==> src/rtl/if_id_skid_reg.sv <==
// IF/ID boundary register with a one-entry skid buffer: every output comes from a flop,
// so there is no combinational ready path from decode back to fetch, and throughput is still one instruction per cycle.
module if_id_skid_reg #(
  parameter int          INSTR_W  = 16,
  parameter int          PC_W     = 16,
  parameter logic [15:0] NOP_WORD = 16'h0000
) (
  input  logic               clk,
  input  logic               rst,
  input  logic               flush,
  input  logic               in_valid,
  output logic               in_ready,
  input  logic [INSTR_W-1:0] in_instr,
  input  logic [PC_W-1:0]    in_pc,
  output logic               out_valid,
  input  logic               out_ready,
  output logic [INSTR_W-1:0] out_instr,
  output logic [PC_W-1:0]    out_pc,
  output logic [1:0]         occupancy
);

  typedef enum logic [1:0] {
    EMPTY = 2'd0,
    ONE   = 2'd1,
    FULL  = 2'd2
  } state_t;

  state_t             state, state_nxt;
  logic               accept, drain;
  logic               load_main_in, load_main_skid, load_skid;
  logic [INSTR_W-1:0] skid_instr;
  logic [PC_W-1:0]    skid_pc;
  logic [INSTR_W-1:0] nop_word;

  assign nop_word = INSTR_W'(NOP_WORD);
  assign accept   = in_valid & in_ready;
  assign drain    = out_valid & out_ready;

  always_comb begin
    state_nxt      = state;
    load_main_in   = 1'b0;
    load_main_skid = 1'b0;
    load_skid      = 1'b0;
    if (flush) begin
      state_nxt = EMPTY;
    end else begin
      case (state)
        EMPTY: begin
          if (accept) begin
            state_nxt    = ONE;
            load_main_in = 1'b1;
          end
        end
        ONE: begin
          if (accept && drain) begin
            load_main_in = 1'b1;
          end else if (accept) begin
            state_nxt = FULL;
            load_skid = 1'b1;
          end else if (drain) begin
            state_nxt = EMPTY;
          end
        end
        FULL: begin
          // in_ready is low here, so only a drain can move the state.
          if (drain) begin
            state_nxt      = ONE;
            load_main_skid = 1'b1;
          end
        end
        default: state_nxt = EMPTY;
      endcase
    end
  end

  // Control and main-entry outputs; all derived from the next state.
  always_ff @(posedge clk) begin
    if (rst) begin
      state     <= EMPTY;
      out_valid <= 1'b0;
      in_ready  <= 1'b1;
      occupancy <= 2'd0;
      out_instr <= nop_word;
      out_pc    <= '0;
    end else begin
      state     <= state_nxt;
      out_valid <= (state_nxt != EMPTY);
      in_ready  <= (state_nxt != FULL);
      occupancy <= state_nxt;
      if (load_main_in) begin
        out_instr <= in_instr;
        out_pc    <= in_pc;
      end else if (load_main_skid) begin
        out_instr <= skid_instr;
        out_pc    <= skid_pc;
      end else if (state_nxt == EMPTY) begin
        out_instr <= nop_word;
      end
    end
  end

  // Skid entry: data only, its validity is tracked by the state.
  always_ff @(posedge clk) begin
    if (load_skid) begin
      skid_instr <= in_instr;
      skid_pc    <= in_pc;
    end
  end

endmodule

==> config.mk <==
export PLATFORM = sky130hd
export DESIGN_NAME = if_id_skid_reg
export DESIGN_NICKNAME = d
export VERILOG_FILES = /design/src/rtl/if_id_skid_reg.sv
export SDC_FILE = /design/constraint.sdc
export NUM_CORES = 1
export LEC_CHECK = 0
export ABC_CLOCK_PERIOD_IN_PS = 4650
export BUFFER_PORTS_ARGS = -buffer_cell sky130_fd_sc_hd__buf_4
export CORE_AREA = 2 2 85 87
export DETAILED_ROUTE_END_ITERATION = 16
export DIE_AREA = 0 0 87 89
export PLACE_DENSITY_LB_ADDON = 0.15
export SYNTH_ARGS = -nofsm -noshare
export SYNTH_HDL_FRONTEND = slang
export SYNTH_SLANG_ARGS = --single-unit
==> constraint.sdc <==
create_clock -name clk -period 4.65 [get_ports clk]
set_clock_uncertainty 0.2 [all_clocks]
set_input_delay 0.2325 -clock clk [delete_from_list [all_inputs] [get_ports clk]]
set_output_delay 0.2325 -clock clk [all_outputs]
set_load 0.005 [all_outputs]
* Yosys cells after proc, flatten, opt, wreduce, memory -nomap -nowiden
Index checks and enable logic that the tools add are counted.
** Storage, ports and cells
- Bits in registers :: 68
- Logic and storage cells :: 40
- Output and inout port bits :: 36
- Bits of input ports :: 37
** Cells by class
- Bitwise gates (word level) :: 2
- Equality and inequality tests :: 3
- Reduce and logical (&&, ||, !) cells :: 6
- Mux-type cells :: 22
** Operators by type and width (count)
- $mux W16 :: 5
- $mux W2 :: 6
- $mux W1 :: 9
- $pmux W2 S3 :: 1
- $logic_not A2 Y1 :: 2
- $reduce_bool A2 Y1 :: 2
- $reduce_bool A3 Y1 :: 1
- $and A1 B1 Y1 :: 2
- $eq A2 B1 Y1 const B :: 1
- $eq A2 B2 Y1 const B :: 1
- $ne A2 B2 Y1 const B :: 1
- $pmux W1 S2 :: 1
- $logic_and A1 B1 Y1 :: 1

* Logic depth before layout (Yosys ltp)
Gate-level depths: netlist of run 1.
- Word-level depth :: 10
- Gate-level depth with buffers :: 6
- Mapped depth without buffers :: 3

* Least setup slack after synthesis of run 1
OpenSTA, ideal clock, no wires.
- Kind :: reg-to-reg
- Start :: reg state[0]
- End :: reg skid_instr[0] (enable)
- Data required time :: 3.989 ns
- Cell stages (with the launch flop) :: 5
- Clock period less this slack :: 3.952 ns
- Setup slack :: 0.698 ns
- Buffers on the path :: 2
- Arrival time :: 3.291 ns
- Path through :: dfxtp_1 > a21bo_2 > buf_2 > clkbuf_1 > nor3_1
** On the way
- Word-level cells in the longest chain between the ends :: 3
** Ends and longest elaborated chain
- start: declaration :: RTL line 28 : state_t state, state_nxt;
- start signal: assignment :: RTL line 86 : state <= state_nxt;
- $eq A2 B1 Y1 :: RTL line 47 : case (state)
- $mux W1 :: RTL line 47
- $mux W1 :: RTL line 44 : if (flush) begin
- named net load_skid :: RTL line 30 : logic load_main_in, load_main_skid, load_skid;
- end signal: assignment :: RTL line 105 : skid_instr <= in_instr;
- end: declaration :: RTL line 31 : logic [INSTR_W-1:0] skid_instr;
The timed path passes the listed nets, and every way through them passes these cells.
A chain may end at the register's enable or synchronous reset.

* Final worst setup path of run 1
- Start :: reg state[1]
- End :: reg out_instr[7]
** On the way
- Word-level cells in the longest chain between the ends :: 7
- Elaborated cells between the ends (all ways) :: 18
- Classes of those cells :: eq/ne: 2; mux: 13; reduce/logical: 3
** Ends and longest elaborated chain
- $mux W2 :: RTL line 60 : end else if (drain) begin
- $mux W2 :: RTL line 57 : end else if (accept) begin
- $mux W2 :: RTL line 55 : if (accept && drain) begin
- $pmux W2 S3 :: RTL line 47
- $mux W2 :: RTL line 44
- $logic_not A2 Y1 :: RTL line 96 : end else if (state_nxt == EMPTY) begin
- $reduce_bool A3 Y1 (no line)
- end signal: assignment :: RTL line 91 : out_instr <= in_instr;
- end signal: assignment :: RTL line 94 : out_instr <= skid_instr;
- end signal: assignment :: RTL line 97 : out_instr <= nop_word;
- end: declaration :: RTL line 17 : output logic [INSTR_W-1:0] out_instr,
Several ways; a longest one is shown, not always the timed one.

==> results.ini, run 1 <==
[outcome]
outcome=finished, final reports clean

[synthesis]
seq_area_frac_synth=0.568
synth_compound_area_frac=0.142
avgSynthCellArea_um2=12.8
async_flop_share=0
synth_fa_ha_area_frac=0
syn_inst=232
synth_top_cell_area_share=0.325
synth-simple-area-share=0.238
yosysWarnings=0
synth.largest_area_cell=edfxtp_1
synthTopCellsByArea=edfxtp_1 32%, dfxtp_1 24%, a311o_1 5.4%, a311oi_2 5.1%, and4_1 4.7%
synth-seq-cells=68
syn_nets=269
synth.distinct_cells=35
netlist_area_um2=2960
synth_top_family_by_area=simple AND/OR/NAND/NOR gates
synth_xor_area_frac=0.00549
synth_edf_count=32
synth_flop_cell=dfxtp_1
synth_mux_area_frac=0

[route]
dr_total_vias=2337
via_per_inst=5.76
wire_per_inst_um=17.4
drc=0
drt-total-wl_um=7080
dr.pass1.iters=4
drtAntennaViolNets=0
drtIter0Drc=113

[global_routing]
antenna_found_initial=0
grt_overflow=0
grt_max_degree=41
grt_pass1_vias=2296
grt_pass1_wl_um=11200
grt_use_total=0.189

[sta]
finalCritPeriodShare=0.523
rsz0062_at_grt=false
period_minus_slack_ns=2.43
finalSetupViolations=0
maxSlewViolCount=0
worstMarginPinSlew_ns=0.821
hold_ws_ns=0.146
finalHoldViolations=0
setup_tns_ns=0
fmax_mhz=411
slew_headroom=0.450

[cells_and_area]
nets=358
mostFrequentLayoutCells=73 x buf_4, 36 x dfxtp_1, 32 x dlygate4sd3_1, 32 x edfxtp_1, 17 x nand3_1
num-fill-cells=566
final_common_cell=buf_4
antenna_cells=0
syn_to_final_growth_pct=36.8
drive_gt1_frac=0.328

[clock_network]
worstSkewPairLatency_ns=0.34
clk_pin_slew_worst_paths_ns=0.07
clock_path_buffers=2
ctsResizeCount=0
clock_sinks=68
numCtsBuffers=9
htree_num_levels=3
cts_tree=done
ctsRootBufferMaster=clkbuf_8

[power_and_ir_drop]
power.share.clock=0.430
leakagePower_nw=1.49
peakVddDrop_mv=0.173
switching_share=0.220
combPwrFrac=0.102
power_mw=1.40
seq_power_share=0.468
p_int_mw=1.09
switchingPower_mw=0.308
power_density_nw_per_um2=345

[floorplanning]
coreArea_um2=6720
initial_core_util=0.441
die_w_um=87
row_count=30
die_area_um2=7740
io_pins=73
die_h_um=89

[placement]
gp_congestion=0.754
io_buffers=72
hpwl_um=4060

[critical_path]
rrSetupSlack_ns=2.22
path_depth=3
cpPeakStageDelay_ns=0.73
worstSetupEndpointType=flip-flop
crit_family=simple AND/OR/NAND/NOR gates
path_max_fanout=17
critPathArrivalTime_ns=2.41
worstPathCellList=xnor2_2, or3_1, a311oi_2
start_kind=flip-flop
crit_type=reg2reg
cpMaxStageDelayCell=or3_1
reg2reg_depth=3
critPathBufInv=0
crit_required_ns=4.63

[run]
timing.max_cap.violations=0

[min_path]
hold_class=in2reg
hold_depth=3

-- layout make-up --
type / count / area, um^2 / share of cell area
repair buffers: 105 / 868 / 0.214
well taps: 80 / 100 / 0.0247
clock buffers: 10 / 138 / 0.0340
inverters: 1 / 3.75 / 0.000927
multi-input cells: 136 / 1150 / 0.283
flip-flops and latches: 68 / 1680 / 0.415
clock inverters: 6 / 111 / 0.0275
-- through the flow --
step                      utilization  worst slack, ns  area [um^2]  instances
after CTS                       0.603             2.19         4050        406
after floorplan                     -            0.698         2960        232
after detailed placement        0.518             2.20         3480        358
final                           0.603             2.22         4050        406
after global routing            0.603             2.03         4050        406
after global placement          0.518             2.22         3480        358
-- synthesized netlist by cell type, drive strengths merged, types with 2 or more instances --
library cell	n
dfxtp	36
edfxtp	32
clkbuf	18
nand3	17
nor3	17
a311o	16
a311oi	16
and4	16
nor4b	16
or3b	16
buf	9
a21oi	2
nor2	2
nor3b	2
-- registers in the layout, indices dropped and copies added (netlist names) --
signal	flops
out_instr	16
out_pc	16
skid_instr	16
skid_pc	16
state	2
in_ready	1
out_valid	1
-- per-layer routing --
| layer | GRT usage | part of all wire |
|---|---|---|
| met5 | 0 | 0 |
| met4 | 0.0554 | 0.0096 |
| met3 | 0.0434 | 0.046 |
| met2 | 0.330 | 0.50 |
| met1 | 0.236 | 0.45 |
-- kinds of logic after synthesis --
kind of cell / after synthesis
AO/OA/AOI/OAI: 39
AND/OR/NAND/NOR: 96
flip-flops: 68
buffers and inverters: 28
XOR/XNOR: 1
-- worst register-to-register path, stage by stage (launching register included) --
cell,delay (ns)
dfxtp_1,0.44
xnor2_2,0.70
or3_1,0.73
a311oi_2,0.20
-- path summary, 6_finish.rpt --
check | startpoint | end
hold / removal | out_ready | state[1]$_SDFF_PP0_
setup reg to reg | state[1]$_SDFF_PP0_ | out_instr[7]$_SDFFE_PP0P_
setup / recovery | state[1]$_SDFF_PP0_ | out_instr[7]$_SDFFE_PP0P_
hold reg to reg | out_pc[5]$_SDFFE_PP0P_ | out_pc[5]$_SDFFE_PP0P_
-- power groups by stage --
| stage | Combinational (mW) | Sequential [mW] | Clock (mW) |
|---|---|---|---|
| finish | 0.142 | 0.655 | 0.601 |
| global route | 0.155 | 0.657 | 0.636 |
| CTS | 0.143 | 0.655 | 0.608 |
| detailed placement | 0.121 | 0.669 | 0 |
| global placement | 0.120 | 0.668 | 0 |
| floorplan | 0.0603 | 0.668 | 0 |
-- what timing repair did --
| item | 4_1_cts | 5_1_grt |
|---|---|---|
| buffers inserted | 0 | 0 |
| endpoints found under the hold margin | 38 | 0 |
| hold buffers | 32 | 0 |
Power figures use the tool's default switching activity.
==> inputs of run 2 (changes only) <==
--- a/config.mk
+++ b/config.mk
@@ -5,7 +5,7 @@
 export SDC_FILE = /design/constraint.sdc
 export NUM_CORES = 1
 export LEC_CHECK = 0
-export ABC_CLOCK_PERIOD_IN_PS = 4650
+export ABC_CLOCK_PERIOD_IN_PS = 2100
 export BUFFER_PORTS_ARGS = -buffer_cell sky130_fd_sc_hd__buf_4
 export CORE_AREA = 2 2 85 87
 export DETAILED_ROUTE_END_ITERATION = 16
==> constraint.sdc (replaced) <==
create_clock -name clk -period 2.1 [get_ports clk]
set_clock_uncertainty 0.2 [all_clocks]
set_input_delay 0.105 -clock clk [delete_from_list [all_inputs] [get_ports clk]]
set_output_delay 0.105 -clock clk [all_outputs]
set_load 0.005 [all_outputs]
==> run 2 against run 1 <==
Compared with the run above: clock power rose by 90%; via count rose by 3.0%; cell area rose by 1.2%; critical path type is now in2reg; critical endpoint is now out_instr[14]$_SDFFE_PP0P_; highest routed layer unchanged.
==> results.ini, run 2 (same netlist as run 1, synthesis figures left out) <==
[route]
drtAntennaViolNets=0
drt-total-wl_um=7360
drtIter0Drc=128
dr.pass1.iters=4
wire_per_inst_um=17.7
drc=0
via_per_inst=5.79
dr_total_vias=2407

[clock_network]
clock_sinks=68
worstSkewPairLatency_ns=0.34
htree_num_levels=3
cts_tree=done
clk_pin_slew_worst_paths_ns=0.07
clock_path_buffers=2
numCtsBuffers=9
ctsResizeCount=0
ctsRootBufferMaster=clkbuf_8

[global_routing]
grt_pass1_vias=2275
grt_use_total=0.196
antenna_found_initial=0
grt_pass1_wl_um=11500
grt_max_degree=33
grt_overflow=0

[sta]
setup_tns_ns=0
finalCritPeriodShare=0.927
period_minus_slack_ns=1.95
fmax_mhz=514
rsz0062_at_grt=false
finalSetupViolations=0
finalHoldViolations=0
worstMarginPinSlew_ns=0.794
setup_ws_ns=0.154
slew_headroom=0.470
maxSlewViolCount=0

[min_path]
hold_end=out_valid$_SDFF_PP0_
worstHoldStart=in_valid
hold_class=in2reg
hold_depth=4

[power_and_ir_drop]
peakVddDrop_mv=0.342
switching_share=0.225
switchingPower_mw=0.657
combPwrFrac=0.114
power.share.clock=0.390
seq_power_share=0.496
power_density_nw_per_um2=713
p_int_mw=2.26
leakagePower_nw=1.53
power_mw=2.92

[critical_path]
worstPathCellList=dlygate4sd3_1, buf_4, and2_1, or3_1, a311oi_1
crit_family=simple AND/OR/NAND/NOR gates
cpMaxStageDelayCell=or3_1
path_max_fanout=16
start_kind=input pin
worstSetupEndpointType=flip-flop
cpPeakStageDelay_ns=0.68
rr_startpoint=state[1]$_SDFF_PP0_
critPathBufInv=2
crit_required_ns=2.14
rrSetupSlack_ns=0.17
crit_type=in2reg
r2r-end=out_pc[14]$_SDFFE_PP0P_
critPathArrivalTime_ns=1.99
reg2reg_depth=3

[floorplanning]
row_count=30
initial_core_util=0.441
die_area_um2=7740
coreArea_um2=6720
io_pins=73
die_h_um=89
die_w_um=87

[cells_and_area]
drive_gt1_frac=0.342
num-fill-cells=556
nets=368
final_common_cell=buf_4
antenna_cells=0
syn_to_final_growth_pct=38.5
mostFrequentLayoutCells=81 x buf_4, 35 x dfxtp_1, 34 x dlygate4sd3_1

[outcome]
outcome=finished, final reports clean

[run]
timing.max_cap.violations=0

[placement]
io_buffers=72
gp_congestion=0.770
hpwl_um=4390
dp_slack_ns=0.160

run 2: cell type report:
class	instances	area (um^2)	area share
Sequential cell	68	1690	0.411
Clock inverter	6	80.1	0.0195
Inverter	1	3.75	0.000916
Clock buffer	10	128	0.0311
Tap cell	80	100	0.0244
Timing Repair Buffer	115	948	0.231
Multi-Input combinational cell	136	1150	0.281
run 2: how the worst max path moves through the flow:
stage                        start                    endpoint  slack, ns  cells after the start
2_1_floorplan  state[0]$_SDFF_PP0_     skid_instr[0]$_DFFE_PP_      -0.16                      4
3_5_place_dp   state[1]$_SDFF_PP0_     out_pc[12]$_SDFFE_PP0P_       0.16                      3
4_1_cts                  out_ready  out_instr[14]$_SDFFE_PP0P_       0.15                      5
5_1_grt        state[1]$_SDFF_PP0_      out_pc[3]$_SDFFE_PP0P_       0.05                      3
3_3_place_gp   state[1]$_SDFF_PP0_     out_pc[13]$_SDFFE_PP0P_       0.19                      3
6_report                 out_ready  out_instr[14]$_SDFFE_PP0P_       0.15                      5
run 2: per-layer routing:
metal / routed length (um) / vias up / GRT usage / part of all wire
met5: 0 / - / 0 / 0
li1: - / 1148 / - / -
met3: 386 / 7 / 0.0379 / 0.052
met4: 86 / 0 / 0.0810 / 0.012
met2: 3670 / 76 / 0.328 / 0.50
met1: 3210 / 1176 / 0.249 / 0.44
run 2: worst min-delay path: stages:
cell	delay, ns
buf_4	0.10
nand2_1	0.07
a21oi_1	0.15
o21a_1	0.12
run 2: metrics by stage:
step | cell area [um^2] | hold WS, ns | std cells | utilization
CTS | 4100 | 0.0268 | 416 | 0.610
finish | 4100 | 0.0426 | 416 | 0.610
floorplan | 2990 | 0.00387 | 232 | -
global route | 4100 | 0.0667 | 416 | 0.610
detailed placement | 3550 | 0.0919 | 366 | 0.528
global placement | 3550 | 0.0900 | 366 | 0.528
run 2: what timing repair did:
| action | in CTS | in global routing |
|---|---|---|
| hold buffers | 34 | 0 |
| endpoints found under the hold margin | 65 | 0 |
| endpoints found under the setup margin | 0 | 0 |
| setup buffers | 0 | 0 |
run 2: power by group through the flow:
| stage | clock network, mW | logic [mW] | registers [mW] |
|---|---|---|---|
| after global placement | 0 | 0.281 | 1.48 |
| after detailed placement | 0 | 0.283 | 1.48 |
| final | 1.14 | 0.333 | 1.45 |
| after floorplan | 0 | 0.139 | 1.48 |
| after global routing | 1.23 | 0.359 | 1.45 |
| after CTS | 1.16 | 0.333 | 1.45 |
